==> src/rtl/datapath_unit.sv <==
// datapath_unit: register file, shared internal bus and a single-port word RAM
// behind a wait-state handshake, driven by the sequencing controller's strobes.
// Optional feature macro: DP_BUS_CHECK_EN
//   defined   -> multi-driver bus cycles force bus = 0 and set sticky bus_err;
//                a simultaneous read+write request also sets bus_err.
//   undefined -> bus_err tied 0; multiple drivers resolve PC > IR > MBR.
// Port names follow the controller interface, so they carry no _i/_o suffixes.

module datapath_unit #(
    parameter int WIDTH    = 8,
    parameter int AW       = 4,
    parameter int WAIT_CYC = 1
) (
    input  logic             clk,
    input  logic             reset,        // asynchronous, active-low
    input  logic             PC_in,
    input  logic             PC_out,
    input  logic             inc_PC,
    input  logic             MAR_in,
    input  logic             MAR_mramout,
    input  logic             dram_in,
    input  logic             dram_out,
    input  logic             data_in,
    input  logic             data_out,
    input  logic             en,
    input  logic             IR_in,
    input  logic             IR_out,
    input  logic             Y_in,
    output logic [WIDTH-1:0] bus,
    output logic [AW-1:0]    pc_q,
    output logic [AW-1:0]    mar_q,
    output logic [WIDTH-1:0] ir_q,
    output logic [WIDTH-1:0] y_q,
    output logic [WIDTH-1:0] mbr_q,
    output logic             ready,
    output logic             bus_err
);

    typedef enum logic [1:0] {
        S_IDLE = 2'd0,
        S_BUSY = 2'd1,
        S_DONE = 2'd2
    } mem_state_e;

    mem_state_e       state_q, state_d;
    logic [3:0]       cnt_q, cnt_d;
    logic [AW-1:0]    addr_q, addr_d;
    logic             wr_q, wr_d;
    logic [WIDTH-1:0] wdata_q, wdata_d;

    // NOTE: the RAM has no reset; its contents are undefined until written,
    // so it lives in a clock-only process outside the async-reset registers.
    logic [WIDTH-1:0] mem_q [2**AW];

    logic req;
    logic mem_rd_done;
    logic mem_wr_done;

    assign req         = en & (data_in | data_out);
    assign mem_rd_done = (state_q == S_DONE) & ~wr_q;
    assign mem_wr_done = (state_q == S_DONE) &  wr_q;

`ifdef DP_BUS_CHECK_EN
    logic drv_multi;
    logic rw_conflict;
    logic bus_err_q;

    assign drv_multi   = (PC_out & IR_out) | (PC_out & dram_out) | (IR_out & dram_out);
    assign rw_conflict = (state_q == S_IDLE) & en & data_in & data_out;
`endif

    // Internal bus: priority mux of PC (zero-extended), IR, MBR; idle bus reads 0.
    always_comb begin
        // NOTE: every combinational output gets a default first so no path
        // leaves it unassigned, which would otherwise infer a latch.
        bus = '0;
        if (PC_out) begin
            bus = WIDTH'(pc_q);
        end else if (IR_out) begin
            bus = ir_q;
        end else if (dram_out) begin
            bus = mbr_q;
        end
`ifdef DP_BUS_CHECK_EN
        if (drv_multi) begin
            bus = '0;
        end
`endif
    end

    // Programmer-visible registers; each samples the bus of the strobe cycle.
    always_ff @(posedge clk or negedge reset) begin
        // NOTE: sequential state uses non-blocking assignments so every
        // register samples pre-edge values regardless of statement order.
        if (!reset) begin
            pc_q  <= '0;
            mar_q <= '0;
            ir_q  <= '0;
            y_q   <= '0;
        end else begin
            if (PC_in) begin
                pc_q <= bus[AW-1:0];
            end else if (inc_PC) begin
                pc_q <= pc_q + AW'(1);
            end
            if (MAR_in) begin
                mar_q <= bus[AW-1:0];
            end
            if (IR_in) begin
                ir_q <= bus;
            end
            if (Y_in) begin
                y_q <= bus;
            end
        end
    end

    // MBR: completing memory read takes precedence over a bus load.
    always_ff @(posedge clk or negedge reset) begin
        if (!reset) begin
            mbr_q <= '0;
        end else if (mem_rd_done) begin
            mbr_q <= mem_q[addr_q];
        end else if (dram_in) begin
            mbr_q <= bus;
        end
    end

    // Memory FSM state register.
    always_ff @(posedge clk or negedge reset) begin
        if (!reset) begin
            state_q <= S_IDLE;
        end else begin
            state_q <= state_d;
        end
    end

    // Memory FSM next state plus the access context captured at request time.
    always_comb begin
        state_d = state_q;
        cnt_d   = cnt_q;
        addr_d  = addr_q;
        wr_d    = wr_q;
        wdata_d = wdata_q;
        unique case (state_q)
            S_IDLE: begin
                if (req) begin
                    addr_d  = MAR_mramout ? mar_q : pc_q;
                    wr_d    = data_in;      // write wins a read+write request
                    wdata_d = mbr_q;
                    if (WAIT_CYC == 0) begin
                        state_d = S_DONE;
                        cnt_d   = '0;
                    end else begin
                        state_d = S_BUSY;
                        cnt_d   = 4'(WAIT_CYC);
                    end
                end
            end
            S_BUSY: begin
                // Strobes are ignored while the access is in flight.
                if (cnt_q <= 4'd1) begin
                    state_d = S_DONE;
                    cnt_d   = '0;
                end else begin
                    cnt_d = cnt_q - 4'd1;
                end
            end
            S_DONE: begin
                state_d = S_IDLE;
            end
            default: begin
                state_d = S_IDLE;
            end
        endcase
    end

    // Wait counter and latched access context.
    always_ff @(posedge clk or negedge reset) begin
        if (!reset) begin
            cnt_q   <= '0;
            addr_q  <= '0;
            wr_q    <= 1'b0;
            wdata_q <= '0;
        end else begin
            cnt_q   <= cnt_d;
            addr_q  <= addr_d;
            wr_q    <= wr_d;
            wdata_q <= wdata_d;
        end
    end

    // Handshake output: ready for exactly the DONE cycle.
    always_comb begin
        ready = (state_q == S_DONE);
    end

    // RAM write port; an access aborted by reset never reaches DONE.
    always_ff @(posedge clk) begin
        if (mem_wr_done) begin
            mem_q[addr_q] <= wdata_q;
        end
    end

`ifdef DP_BUS_CHECK_EN
    // Sticky error flag for multi-driver bus cycles and read+write requests.
    always_ff @(posedge clk or negedge reset) begin
        if (!reset) begin
            bus_err_q <= 1'b0;
        end else if (drv_multi | rw_conflict) begin
            bus_err_q <= 1'b1;
        end
    end

    assign bus_err = bus_err_q;
`else
    assign bus_err = 1'b0;
`endif

endmodule

==> config.mk <==
export PLATFORM = sky130hd
export DESIGN_NAME = datapath_unit
export DESIGN_NICKNAME = d
export VERILOG_FILES = /design/src/rtl/datapath_unit.sv
export SDC_FILE = /design/constraint.sdc
export NUM_CORES = 1
export LEC_CHECK = 0
export CORE_MARGIN = 4
export CORE_UTILIZATION = 60
export DETAILED_ROUTE_END_ITERATION = 10
export PLACE_DENSITY = 0.92
export RECOVER_POWER = 25
export SLEW_MARGIN = 10
export SYNTH_ARGS = -nofsm -noshare
export SYNTH_HDL_FRONTEND = slang
export SYNTH_SLANG_ARGS = --single-unit
export TNS_END_PERCENT = 100
==> constraint.sdc <==
create_clock -name clk -period 4.55 [get_ports clk]
set_input_delay 0.91 -clock clk [delete_from_list [all_inputs] [get_ports clk]]
set_output_delay 0.91 -clock clk [all_outputs]
set_load 0.1 [all_outputs]
==> summary.txt <==
STA
  • Worst-Margin Slew: ~1.0 ns
  • Final setup fails: 0
  • Post-route minimum period: 3.58 ns
  • Count of pins over their slew limit: 0
  • Unrepaired setup endpoints after global routing: no
  • Final worst-path cycle share: 0.787
  • Hold WS: 0.511 ns
  • Final Hold Fails: 0
  • Setup TNS: 0 ns
  • Clock Skew: roughly 0.0095 ns
  • Max_slew headroom: 0.331
  • Achievable Freq: roughly 280 MHz

Clock tree
  • Postcts setup bufs: 0
  • H-tree levels: 4
  • CTS tree: yes
  • # clock sinks: ~180
  • Hold buffers post-CTS: 0
  • Inserted Clock Buffers: 17
  • Clock root buffer: clkbuf_16
  • Worst skew pair latency: 0.43 ns
  • Maximum buffer depth of the clock tree: 2
  • Number of gates resized after cts: 0
  • Worst-path clk slew: roughly 0.060 ns

Run
  • MaxCap Viol Count: 0

Yosys
  • Post-Syn Nets: around 440
  • Yosys cell types: 39
  • Async SR Flop Fraction: 0.285
  • Post-Syn Area: about 7300 sq um
  • Cells after synthesis: between 400 and 500
  • Warnings from Yosys: 0
  • Seq/Total Area, Yosys: 0.701
  • Yosys reg bits: ~180
  • Number of flops mapped to enable cells by yosys: around 130
  • Synthesized area per cell: between 15 and 20 sq um
  • Post-synth top flop: edfxtp_1

Detailed routing
  • Post-route ant nets: 0
  • Drt first pass iters: 6
  • Vias per cell: 6.41
  • Initial DRC Count: 603
  • Final wirelength: roughly 15000 um
  • Avg WL per Cell: between 20 and 25 um
  • Number of vias in the routed layout: 4055
  • Residual DRC: 0

Placement
  • GP Congestion: around 0.9
  • DP Cell Count: about 600
  • IO buf count: 55
  • Post-DP HPWL: a little under 10000 um

GRT
  • Met3 usage: 0.0656
  • GRT Residual Overflow: 0
  • Gr busiest metal: met2
  • First-pass GRT wire length: about 24000 um
  • Vias in the first global route: between 4000 and 5000
  • Tot GR Track Use: 0.230
  • Pin count of the biggest net entering global routing: 52
  • Met2 GRT Util: 0.363
  • Initial antenna violation count: 0
  • Met1 Use GR: 0.313

Final layout
  • Antenna Cells: 0
  • Commonest non-fill, non-tap cell in the layout: edfxtp_1
  • Non-filler cells, final: ~630
  • Fin nets: just under 500
  • Area growth, synth to finish: 15.7%
  • Filler Cell Count: roughly 700
  • Most frequent cells in the layout: edfxtp_1 (128), dfrtp_1 (50), clkdlybuf4s50_1 (46)
  • Layout cell share with drive strength beyond 1: 0.198

Status
  • Outcome: finished clean

Worst hold path
  • Hold path start: y_q[0]$_DFFE_PN0P_
  • Worst hold endpoint: y_q[0]$_DFFE_PN0P_
  • Hold depth: 1
  • Min-delay worst type: reg -> reg

Pwr
  • Static leakage: between 2 and 3 nW
  • Internal Power: between 3 and 4 mW
  • Switch Pwr: 2.19 mW
  • Comb pwr share: 0.312
  • Switching Share: 0.388
  • Clock power share: 0.239
  • Peak VDD IR: roughly 0.45 mV
  • Flop pwr share: 0.449
  • Pwr dens: around 670 nW/um^2

Die
  • Die area: between 10000 and 15000 sq um
  • I/O pin count: 57
  • Initial core utilization: 0.611
  • Die Wd: approximately 120 um
  • Num rows: 40
  • Die height: approximately 120 um
  • Core box area: ~12000 sq um

Worst setup path
  • Critical path class: in -> out
  • R2R Setup Slk: between 1.5 and 2 ns
  • Cell Chain, Critical Path: clkdlybuf4s50_1, nand3b_1, a21oi_1, buf_4
  • Critical Path Source Type: input port
  • Slowest Stage Delay on Critical Path: roughly 0.65 ns
  • Buf+Inv Stages, Crit Path: 2
  • R2R cell count: 5
  • Worst EP required: 3.64 ns
  • Critical Path Sink Type: output port
  • Slowest-stage cell, CP: clkdlybuf4s50_1
  • Reg2Reg Capture Point: mbr_q[2]$_DFFE_PN0P_
  • Critical R2R Launch: addr_q[0]$_DFFE_PN0P_
  • Delay-heaviest family, CP: buffers and inverters
  • Critical path arrival: 2.67 ns
  • Critical path fanouts, max: 16
==> cell type report <==
class | instances | area (sq um) | share of cell area
Sequential cell | 179 | 5120 | 0.606
Inverter | 4 | 15.0 | 0.00178
Tap cell | 147 | 184 | 0.0218
Timing Repair Buffer | 59 | 556 | 0.0657
Clock buffer | 20 | 437 | 0.0517
Clock inverter | 11 | 105 | 0.0124
Multi-Input combinational cell | 213 | 2030 | 0.241
==> how the worst max path moves through the flow <==
stage	start	to	slack [ns]	cells after the start
3_3_place_gp	IR_out	bus[3]	1.13	4
6_report	IR_out	bus[3]	0.97	4
3_5_place_dp	IR_out	bus[1]	1.04	4
4_1_cts	IR_out	bus[3]	1.02	4
2_1_floorplan	PC_out	bus[0]	0.77	3
5_1_grt	IR_out	bus[0]	0.88	4
==> cells in the mapped netlist (2+ instances only) <==
cell | n | area [sq um]
buf_4 | 4 | 30.0
nand2_1 | 17 | 63.8
ha_1 | 3 | 37.5
or3_1 | 2 | 12.5
buf_1 | 3 | 11.3
nand2b_1 | 2 | 12.5
a211oi_1 | 23 | 173
nand4b_1 | 2 | 17.5
nor2b_1 | 21 | 131
buf_6 | 2 | 22.5
o21ai_0 | 9 | 45.0
buf_2 | 7 | 35.0
nand4_1 | 2 | 12.5
nor3_1 | 2 | 10.0
mux2_2 | 30 | 338
dfrtp_1 | 51 | 1280
mux2i_1 | 5 | 50.1
xnor2_1 | 3 | 26.3
nor2_1 | 18 | 67.6
a21o_1 | 2 | 15.0
inv_1 | 4 | 15.0
edfxtp_1 | 128 | 3840
nand3b_1 | 8 | 60.1
mux4_2 | 22 | 495
mux4_1 | 10 | 263
a21oi_1 | 13 | 65.1
o22ai_1 | 9 | 56.3
clkbuf_1 | 6 | 22.5
==> cell families after synthesis <==
logic type      synth area share
compound gates            0.0534
xor+xnor                 0.00480
fa+ha+maj                0.00514
buf+inv                   0.0207
flops                      0.701
mux                        0.157
other cells             0.000513
simple gates              0.0576
==> stage by stage <==
step	total power, mW	utilization	area, sq um	setup WS (ns)
floorplan	3.80	-	7300	0.766
global placement	4.23	0.661	7910	1.13
finish	5.66	0.706	8450	0.971
global route	5.87	0.706	8450	0.885
CTS	5.66	0.706	8450	1.02
detailed placement	4.31	0.661	7910	1.04
==> power by group through the flow <==
stage	clock, mW	sequential (mW)	combinational (mW)
final	1.35	2.54	1.76
after global routing	1.44	2.58	1.85
after CTS	1.37	2.53	1.76
after detailed placement	0	2.56	1.75
after global placement	0	2.52	1.71
after floorplan	0	2.86	0.941
==> state kept, by name, indices dropped and copies added, names as in the netlist <==
name / count
state_q: 2
wr_q: 1
cnt_q: 4
pc_q: 4
addr_q: 4
ir_q: 8
wdata_q: 8
mbr_q: 8
mem_q: 128
y_q: 8
mar_q: 4
==> routing by layer <==
metal / vias up / share of wire
li1: 1753 / -
met1: 2086 / 0.41
met2: 182 / 0.50
met3: 34 / 0.072
met4: 0 / 0.021
met5: - / 0
Note: power is estimated with default switching activity, not from simulation.
